`config.mk`:
```
export PLATFORM = sky130hd
export DESIGN_NAME = ps2_key_decoder
export DESIGN_NICKNAME = d
export VERILOG_FILES = /design/src/rtl/ps2_key_decoder.sv
export SDC_FILE = /design/constraint.sdc
export NUM_CORES = 1
export LEC_CHECK = 0
export CAP_MARGIN = 0
export CORE_MARGIN = 2
export CORE_UTILIZATION = 50
export CTS_CLUSTER_SIZE = 40
export DETAILED_ROUTE_END_ITERATION = 10
export PLACE_DENSITY = 0.95
export SLEW_MARGIN = 30
export SYNTH_ARGS = -nofsm -noshare
export SYNTH_HDL_FRONTEND = slang
export SYNTH_SLANG_ARGS = --single-unit
```
`constraint.sdc`:
```
create_clock -name CLOCK_50 -period 3.7 [get_ports CLOCK_50]
set_input_delay 0.555 -clock CLOCK_50 [delete_from_list [all_inputs] [get_ports CLOCK_50]]
set_output_delay 0.555 -clock CLOCK_50 [all_outputs]
set_load 0.01 [all_outputs]
```
`src/rtl/ps2_key_decoder.sv`:
```
// PS/2 scan-code-set-2 decoder: turns controller bytes into key events and held/pressed state for the game controls.
// Optional prefix timeout is enabled by defining PS2_KEY_TIMEOUT_EN.
module ps2_key_decoder #(
    parameter int TIMEOUT_CYCLES = 2500000
) (
    input  logic       CLOCK_50,
    input  logic       reset,
    input  logic [7:0] received_data,
    input  logic       received_data_en,
    input  logic       clear_keys,
    output logic [6:0] key_state,
    output logic [6:0] key_press,
    output logic       event_valid,
    output logic [7:0] event_code,
    output logic       event_extended,
    output logic       event_release
);

    typedef enum logic [1:0] {IDLE, EXT, BRK, EXT_BRK} state_t;

    state_t     state, next_state;
    logic       emit, emit_ext, emit_rel;
    logic       timeout_hit;
    logic [6:0] key_mask, next_keys;
    logic       is_prefix;

    assign is_prefix = (received_data == 8'hE0) || (received_data == 8'hF0);

`ifdef PS2_KEY_TIMEOUT_EN
    logic [31:0] timeout_count;

    // A byte arriving on the expiry cycle wins, so expiry requires an idle input.
    assign timeout_hit = (state != IDLE) && !received_data_en &&
                         (timeout_count == 32'(TIMEOUT_CYCLES - 1));

    always_ff @(posedge CLOCK_50 or posedge reset) begin
        if (reset)
            timeout_count <= 32'd0;
        else if (received_data_en || timeout_hit || state == IDLE)
            timeout_count <= 32'd0;
        else
            timeout_count <= timeout_count + 32'd1;
    end
`else
    assign timeout_hit = 1'b0;
`endif

    always_ff @(posedge CLOCK_50 or posedge reset) begin
        if (reset)
            state <= IDLE;
        else
            state <= next_state;
    end

    always_comb begin
        next_state = state;
        emit       = 1'b0;
        emit_ext   = 1'b0;
        emit_rel   = 1'b0;
        if (received_data_en) begin
            case (state)
                IDLE: begin
                    if (received_data == 8'hE0)
                        next_state = EXT;
                    else if (received_data == 8'hF0)
                        next_state = BRK;
                    else
                        emit = 1'b1;
                end
                EXT: begin
                    if (received_data == 8'hF0)
                        next_state = EXT_BRK;
                    else if (received_data != 8'hE0) begin
                        emit       = 1'b1;
                        emit_ext   = 1'b1;
                        next_state = IDLE;
                    end
                end
                BRK: begin
                    if (!is_prefix) begin
                        emit       = 1'b1;
                        emit_rel   = 1'b1;
                        next_state = IDLE;
                    end
                end
                EXT_BRK: begin
                    if (!is_prefix) begin
                        emit       = 1'b1;
                        emit_ext   = 1'b1;
                        emit_rel   = 1'b1;
                        next_state = IDLE;
                    end
                end
                default: next_state = IDLE;
            endcase
        end else if (timeout_hit) begin
            next_state = IDLE;
        end
    end

    // Keypad Enter (E0 5A) deliberately falls through to no key.
    always_comb begin
        key_mask = 7'b0000000;
        case ({emit_ext, received_data})
            9'h175:  key_mask = 7'b0000001;
            9'h172:  key_mask = 7'b0000010;
            9'h16B:  key_mask = 7'b0000100;
            9'h174:  key_mask = 7'b0001000;
            9'h01A:  key_mask = 7'b0010000;
            9'h022:  key_mask = 7'b0100000;
            9'h05A:  key_mask = 7'b1000000;
            default: key_mask = 7'b0000000;
        endcase
    end

    always_comb begin
        next_keys = key_state;
        if (emit) begin
            if (emit_rel)
                next_keys = key_state & ~key_mask;
            else
                next_keys = key_state | key_mask;
        end
    end

    always_ff @(posedge CLOCK_50 or posedge reset) begin
        if (reset) begin
            key_state      <= 7'd0;
            key_press      <= 7'd0;
            event_valid    <= 1'b0;
            event_code     <= 8'h00;
            event_extended <= 1'b0;
            event_release  <= 1'b0;
        end else begin
            event_valid <= emit;
            if (emit) begin
                event_code     <= received_data;
                event_extended <= emit_ext;
                event_release  <= emit_rel;
            end
            if (clear_keys) begin
                key_state <= 7'd0;
                key_press <= 7'd0;
            end else begin
                key_state <= next_keys;
                key_press <= next_keys & ~key_state;
            end
        end
    end

endmodule
```
==> Word-level counts from Yosys, hierarchy flattened <==
Index checks and enable logic that the tools add are counted.
{ "word_totals": {"word_cells": 54, "output_inout_bits": 25, "inputBits": 12, "ff_bits": 27} }
{ "op_classes": {"mux": 22, "eq_ne": 16, "n_reduce_logical": 4, "n_bitwise": 5} }
{ "ops": {"columns": ["operator", "count"], "rows": [
  ["one-hot mux 7 bit (7 select lines)", 1],
  ["equality test 9 bit, second input constant", 4],
  ["two-way mux 7 bit", 4],
  ["equality test 8 bit, second input constant", 2],
  ["bitwise AND 7 bit", 2],
  ["inverter 7 bit", 2],
  ["two-way mux 2 bit", 5],
  ["equality test 9 x 5 -> 1 bit, second input constant", 1],
  ["equality test 9 x 6 -> 1 bit, second input constant", 1],
  ["equality test 9 x 7 -> 1 bit, second input constant", 1],
  ["two-way mux 1 bit", 9],
  ["inequality test 8 bit, second input constant", 1],
  ["OR 7 bit", 1],
  ["inequality test 3 bit, second input constant", 2],
  ["one-hot mux 2 bit (3 select lines)", 1],
  ["equality test 2 bit, second input constant", 2],
  ["AND reduction 4 bit", 1],
  ["one-hot mux 1 bit (3 select lines)", 1],
  ["equality test 2 x 1 -> 1 bit, second input constant", 1],
  ["logical NOT 2 bit", 1],
  ["inequality test 2 bit, second input constant", 1],
  ["one-hot mux 1 bit (2 select lines)", 1],
  ["OR reduction 2 bit", 1],
  ["logical OR 1 bit", 1]
]} }

==> Logic depth before layout (Yosys ltp) <==
{ "logic_depth": {"word_depth": 13, "ltp_mapped": 5, "ltp_nobuf": 3} }

==> Least setup slack after synthesis <==
Ideal clock, no wire load.
{ "synth_path": {"path_kind": "input to register", "startpoint": "input received_data[0]", "endpoint": "register event_code[4]", "cell_stages": 5, "setup_slack_ps": 1740, "setup_time_ps": 125, "required_ps": 3575, "path_buffers": 2, "arrival_ps": 1834, "cell_sequence": "buf_6 -> or4_4 -> o21ai_4 -> buf_8 -> mux2_4"} }
{ "synth_between": {"elab_chain_cells": 5, "elab_cells_between_ends": 11, "cone_classes": "eq/ne: 3; mux: 7; reduce/logical: 1"} }
{ "synth_rtl": {"columns": ["item", "line_no", "source"], "rows": [
  ["from (decl)", "8", "input logic [7:0] received_data,"],
  ["inequality test 8 bit (tied with other cells)", "73", "else if (received_data != 8'hE0) begin"],
  ["two-way mux 1 bit (tied with other cells)", "73", null],
  ["two-way mux 1 bit, on equally long branches", null, null],
  ["one-hot mux 1 bit (3 select lines) *", "61", "case (state)"],
  ["two-way mux 1 bit *", "60", "if (received_data_en) begin"],
  ["to (signal assigned)", "137", "event_code <= received_data;"],
  ["to (decl)", "14", "output logic [7:0] event_code,"]
]} }
Every way passes the cells marked *; elsewhere a longest branch is shown, timed or not.
A chain may end at the register's enable or synchronous reset.

==> Final worst setup path <==
{ "layout_path": {"startpoint": "input received_data[0]", "endpoint": "register event_extended"} }
{ "layout_between": {"elab_chain_cells": 5, "elab_cells_between_ends": 13, "cone_classes": "eq/ne: 3; mux: 9; reduce/logical: 1"} }
{ "layout_rtl": {"columns": ["item", "line_no", "source"], "rows": [
  ["inequality test 8 bit (tied with other cells)", "73", null],
  ["two-way mux 1 bit (tied with other cells)", "73", null],
  ["two-way mux 1 bit, on equally long branches", null, null],
  ["one-hot mux 1 bit (3 select lines) / one-hot mux 1 bit (2 select lines) (equally long branches)", "61", null],
  ["two-way mux 1 bit", "60", null],
  ["to (signal assigned)", "138", "event_extended <= emit_ext;"],
  ["to (decl)", "15", "output logic event_extended,"]
]} }
Several ways; a longest one is shown, not always the timed one.

==> impl_results.md <==
- Routability cong.: around 0.80
- RR Endpoint: key_press[6]
- Clock power share: approximately a quarter
- Core footprint: 0.00243 mm^2
- Critical path required time: 3930 ps
- Post-Route WL: 2790 um
- Num CTS Buffers: 3
- Post-Synthesis Cells: 105
- Vias: 985
- Worst path slowest cell: or4_4
- Routed Antenna Nets: 0
- WL/cell: ~16 um
- Vias in the first global route: 917
- WHS: 473 ps
- CTS tree: yes
- WP data arrival: about 2500 ps
- Leakage Power: 0.730 nW
- Cts repair resizes: 0
- Final Hold Fails: 0
- Number of diodes: 0
- Hold WC Path Type: reg -> reg
- Flop2flop setup slack: 2380 ps
- P per Cell Area: 326 mW/mm^2
- Worst-margin pin slew: around 560 ps
- Internal Pwr Total: between 0.3 and 0.4 mW
- NumNets Final: 152
- Syn Nets: 117
- Fillcell total: 187
- Tot GR Track Use: 21.0%
- Core Rows: 18
- Sw Ratio: around a quarter
- Flop pwr share: 59.2%
- Max FO, Critical Path: 12
- Die footprint: 0.00294 mm^2
- Initial antenna violation count: 0
- Synthesized flop and latch total: 27
- Total of max-cap violations: 0
- HPWL Detailed: 2010 um
- Fmax achieved: about 440 MHz
- Final period util: approximately 62%
- Area of the multi-input gates: 533 um^2
- Root buf cell: clkbuf_4
- Fin crit period: 2300 ps
- CP peak stage delay: 630 ps
- VDD IR max: 0.000311 V
- Sw Pwr: 0.136 mW
- Max H-tree Level: 1
- FF/Latch Area: around 680 um^2
- Die height: 54.2 um
- Hold-fix buffers, CTS: 0
- Setup_tns: 0 ps
- Avg Inst Size Synth: 12.0 um^2
- Global-route wire length before repair: around 4300 um
- Drt via density: 5.83
- Starting Density: 51.9%
- Pin count of the biggest net entering global routing: 28
- Crit path launch: received_data[0]
- Logic pwr share: 17.2%
- Layout Skew: between 4 and 5 ps
- Endpoint class of the critical path: register
- Clock Sinks: 27
- Crit start category: primary input
- Clock transition at path regs: around 140 ps
- Area delta synth->final: 30.4%
- PortBufs: 36
- Seq/Total Area, Yosys: 53.6%
- Synthesized cell area: 0.00126 mm^2
- I/O pin count: 37
- Critical path class: in -> reg
- Synth cell types: 35
- CP Cell Sequence: clkdlybuf4s50_1 > or4_4 > o21ai_4 > mux2_2
- Slew margin rel.: between 60% and 70%
- Worst setup path end: event_extended
- GR Overflow Total: 0
- First drt pass iteration count: 4
- FF-to-FF path depth: 2
- DRC Markers: 0
- Die Wd: 54.2 um
- Synth warn: 0
- Initial DRC Count: 19
- Worst-Skew Late Latency: 330 ps
- CTS max path bufs: 2
- RR Startpoint: state[1]
- Setup violators final: 0
- Share of layout cells above drive strength 1: 11.5%
- Max Slew Vio Count: 0
- Postcts setup bufs: 0
- Status: completed
- RSZ-0062 raised after global routing: no
-- registers in the layout, indices dropped and copies added (netlist names) --
name and cells:
key_state 7, state 2, event_release 1, event_code 8, event_extended 1, key_press 7, event_valid 1
-- critical path: cells and delay by family --
family,cells,cell delay [ps]
compound gates,1,370
buf+inv,1,580
mux,1,380
simple gates,1,630
-- cell usage after synthesis --
| cell | n | share of area (%) |
|---|---|---|
| and3b_1 | 1 | 0.69 |
| nand3_1 | 5 | 2.0 |
| nand2b_1 | 7 | 3.5 |
| mux2i_1 | 7 | 5.6 |
| dfrtp_1 | 27 | 54 |
| nand2_1 | 5 | 1.5 |
| and4bb_2 | 2 | 2.0 |
| nor4b_1 | 2 | 1.4 |
| o21ai_4 | 1 | 1.3 |
| inv_1 | 3 | 0.89 |
| nor3_1 | 4 | 1.6 |
| a21o_1 | 1 | 0.60 |
| or4_4 | 1 | 0.89 |
| nand4_1 | 3 | 1.5 |
| a22o_2 | 1 | 0.79 |
| nor3b_1 | 4 | 2.4 |
| mux2_4 | 3 | 3.6 |
| clkbuf_1 | 4 | 1.2 |
| or2_2 | 1 | 0.50 |
| and2_1 | 1 | 0.50 |
| and4b_1 | 2 | 1.6 |
| o21ai_0 | 1 | 0.40 |
| mux2_2 | 2 | 1.8 |
| buf_6 | 1 | 0.89 |
| or2b_1 | 1 | 0.60 |
| or4_1 | 1 | 0.60 |
| nand4b_1 | 2 | 1.4 |
| o21a_1 | 1 | 0.60 |
| nor2b_1 | 1 | 0.50 |
| and2_2 | 1 | 0.60 |
| nor2_1 | 2 | 0.60 |
| a21oi_1 | 1 | 0.40 |
| nor4_1 | 2 | 0.99 |
| a22o_1 | 3 | 2.1 |
| buf_8 | 1 | 1.2 |
-- metrics by stage --
stage / util (%) / instances / instance area (um^2) / worst slack [ps] / total power, mW
3_3_place_gp: 66.5 / 165 / 1620 / 1140 / 0.409
3_5_place_dp: 66.5 / 165 / 1620 / 1060 / 0.414
6_report: 67.6 / 169 / 1640 / 1400 / 0.535
2_1_floorplan: - / 105 / 1260 / 1740 / 0.368
5_1_grt: 67.6 / 169 / 1640 / 1360 / 0.556
4_1_cts: 67.6 / 169 / 1640 / 1410 / 0.537
-- how the worst min path moves through the flow --
stage / end / depth (start not counted) / from
finish: key_press[3] / 1 / key_state[3]
global route: key_press[1] / 1 / key_state[1]
CTS: key_press[3] / 1 / key_state[3]
detailed placement: key_press[3] / 1 / key_state[3]
global placement: key_press[6] / 1 / key_state[6]
floorplan: key_press[3] / 1 / key_state[3]
-- cells by family after synthesis --
group | after synthesis | share of synthesized area, %
AO/OA/AOI/OAI | 9 | 6.15
buffers and inverters | 9 | 4.17
flip-flops | 27 | 53.6
multiplexers | 12 | 10.9
AND/OR/NAND/NOR | 48 | 25.2
-- routing by layer --
metal  track usage [%]  vias to the layer above  part of all wire [%]
li1                  -                      445                     -
met1              25.3                      481                    41
met2              36.1                       52                    51
met3              3.01                        7                   6.3
met4              11.3                        0                   2.4
met5                 0                        -                     0
-- final cells by class --
type	count	share of cell area [%]
flip-flops and latches	27	41.1
multi-input cells	69	32.4
repair buffers	36	21.9
well taps	30	2.28
clock buffers	4	1.60
inverters	3	0.685
-- power by group through the flow --
| stage | Sequential, mW | Combinational [mW] | Clock, mW |
|---|---|---|---|
| after floorplan | 0.326 | 0.0418 | 0 |
| after CTS | 0.317 | 0.0926 | 0.128 |
| after detailed placement | 0.322 | 0.0921 | 0 |
| after global routing | 0.318 | 0.0989 | 0.139 |
| final | 0.317 | 0.0923 | 0.126 |
| after global placement | 0.321 | 0.0879 | 0 |
-- layout by cell type, fill, tap and decap left out, types with 2 or more instances in the layout --
cell type and count:
a22o_1 3, and4b_1 2, and4bb_2 2, clkbuf_4 3
clkdlybuf4s50_1 36, dfrtp_1 27, inv_1 2, mux2_2 2
mux2_4 3, mux2i_1 7, nand2_1 5, nand2b_1 7
nand3_1 5, nand4_1 3, nand4b_1 2, nor2_1 2
nor3_1 4, nor3b_1 4, nor4_1 2, nor4b_1 2
Note: power is estimated with default switching activity, not from simulation.
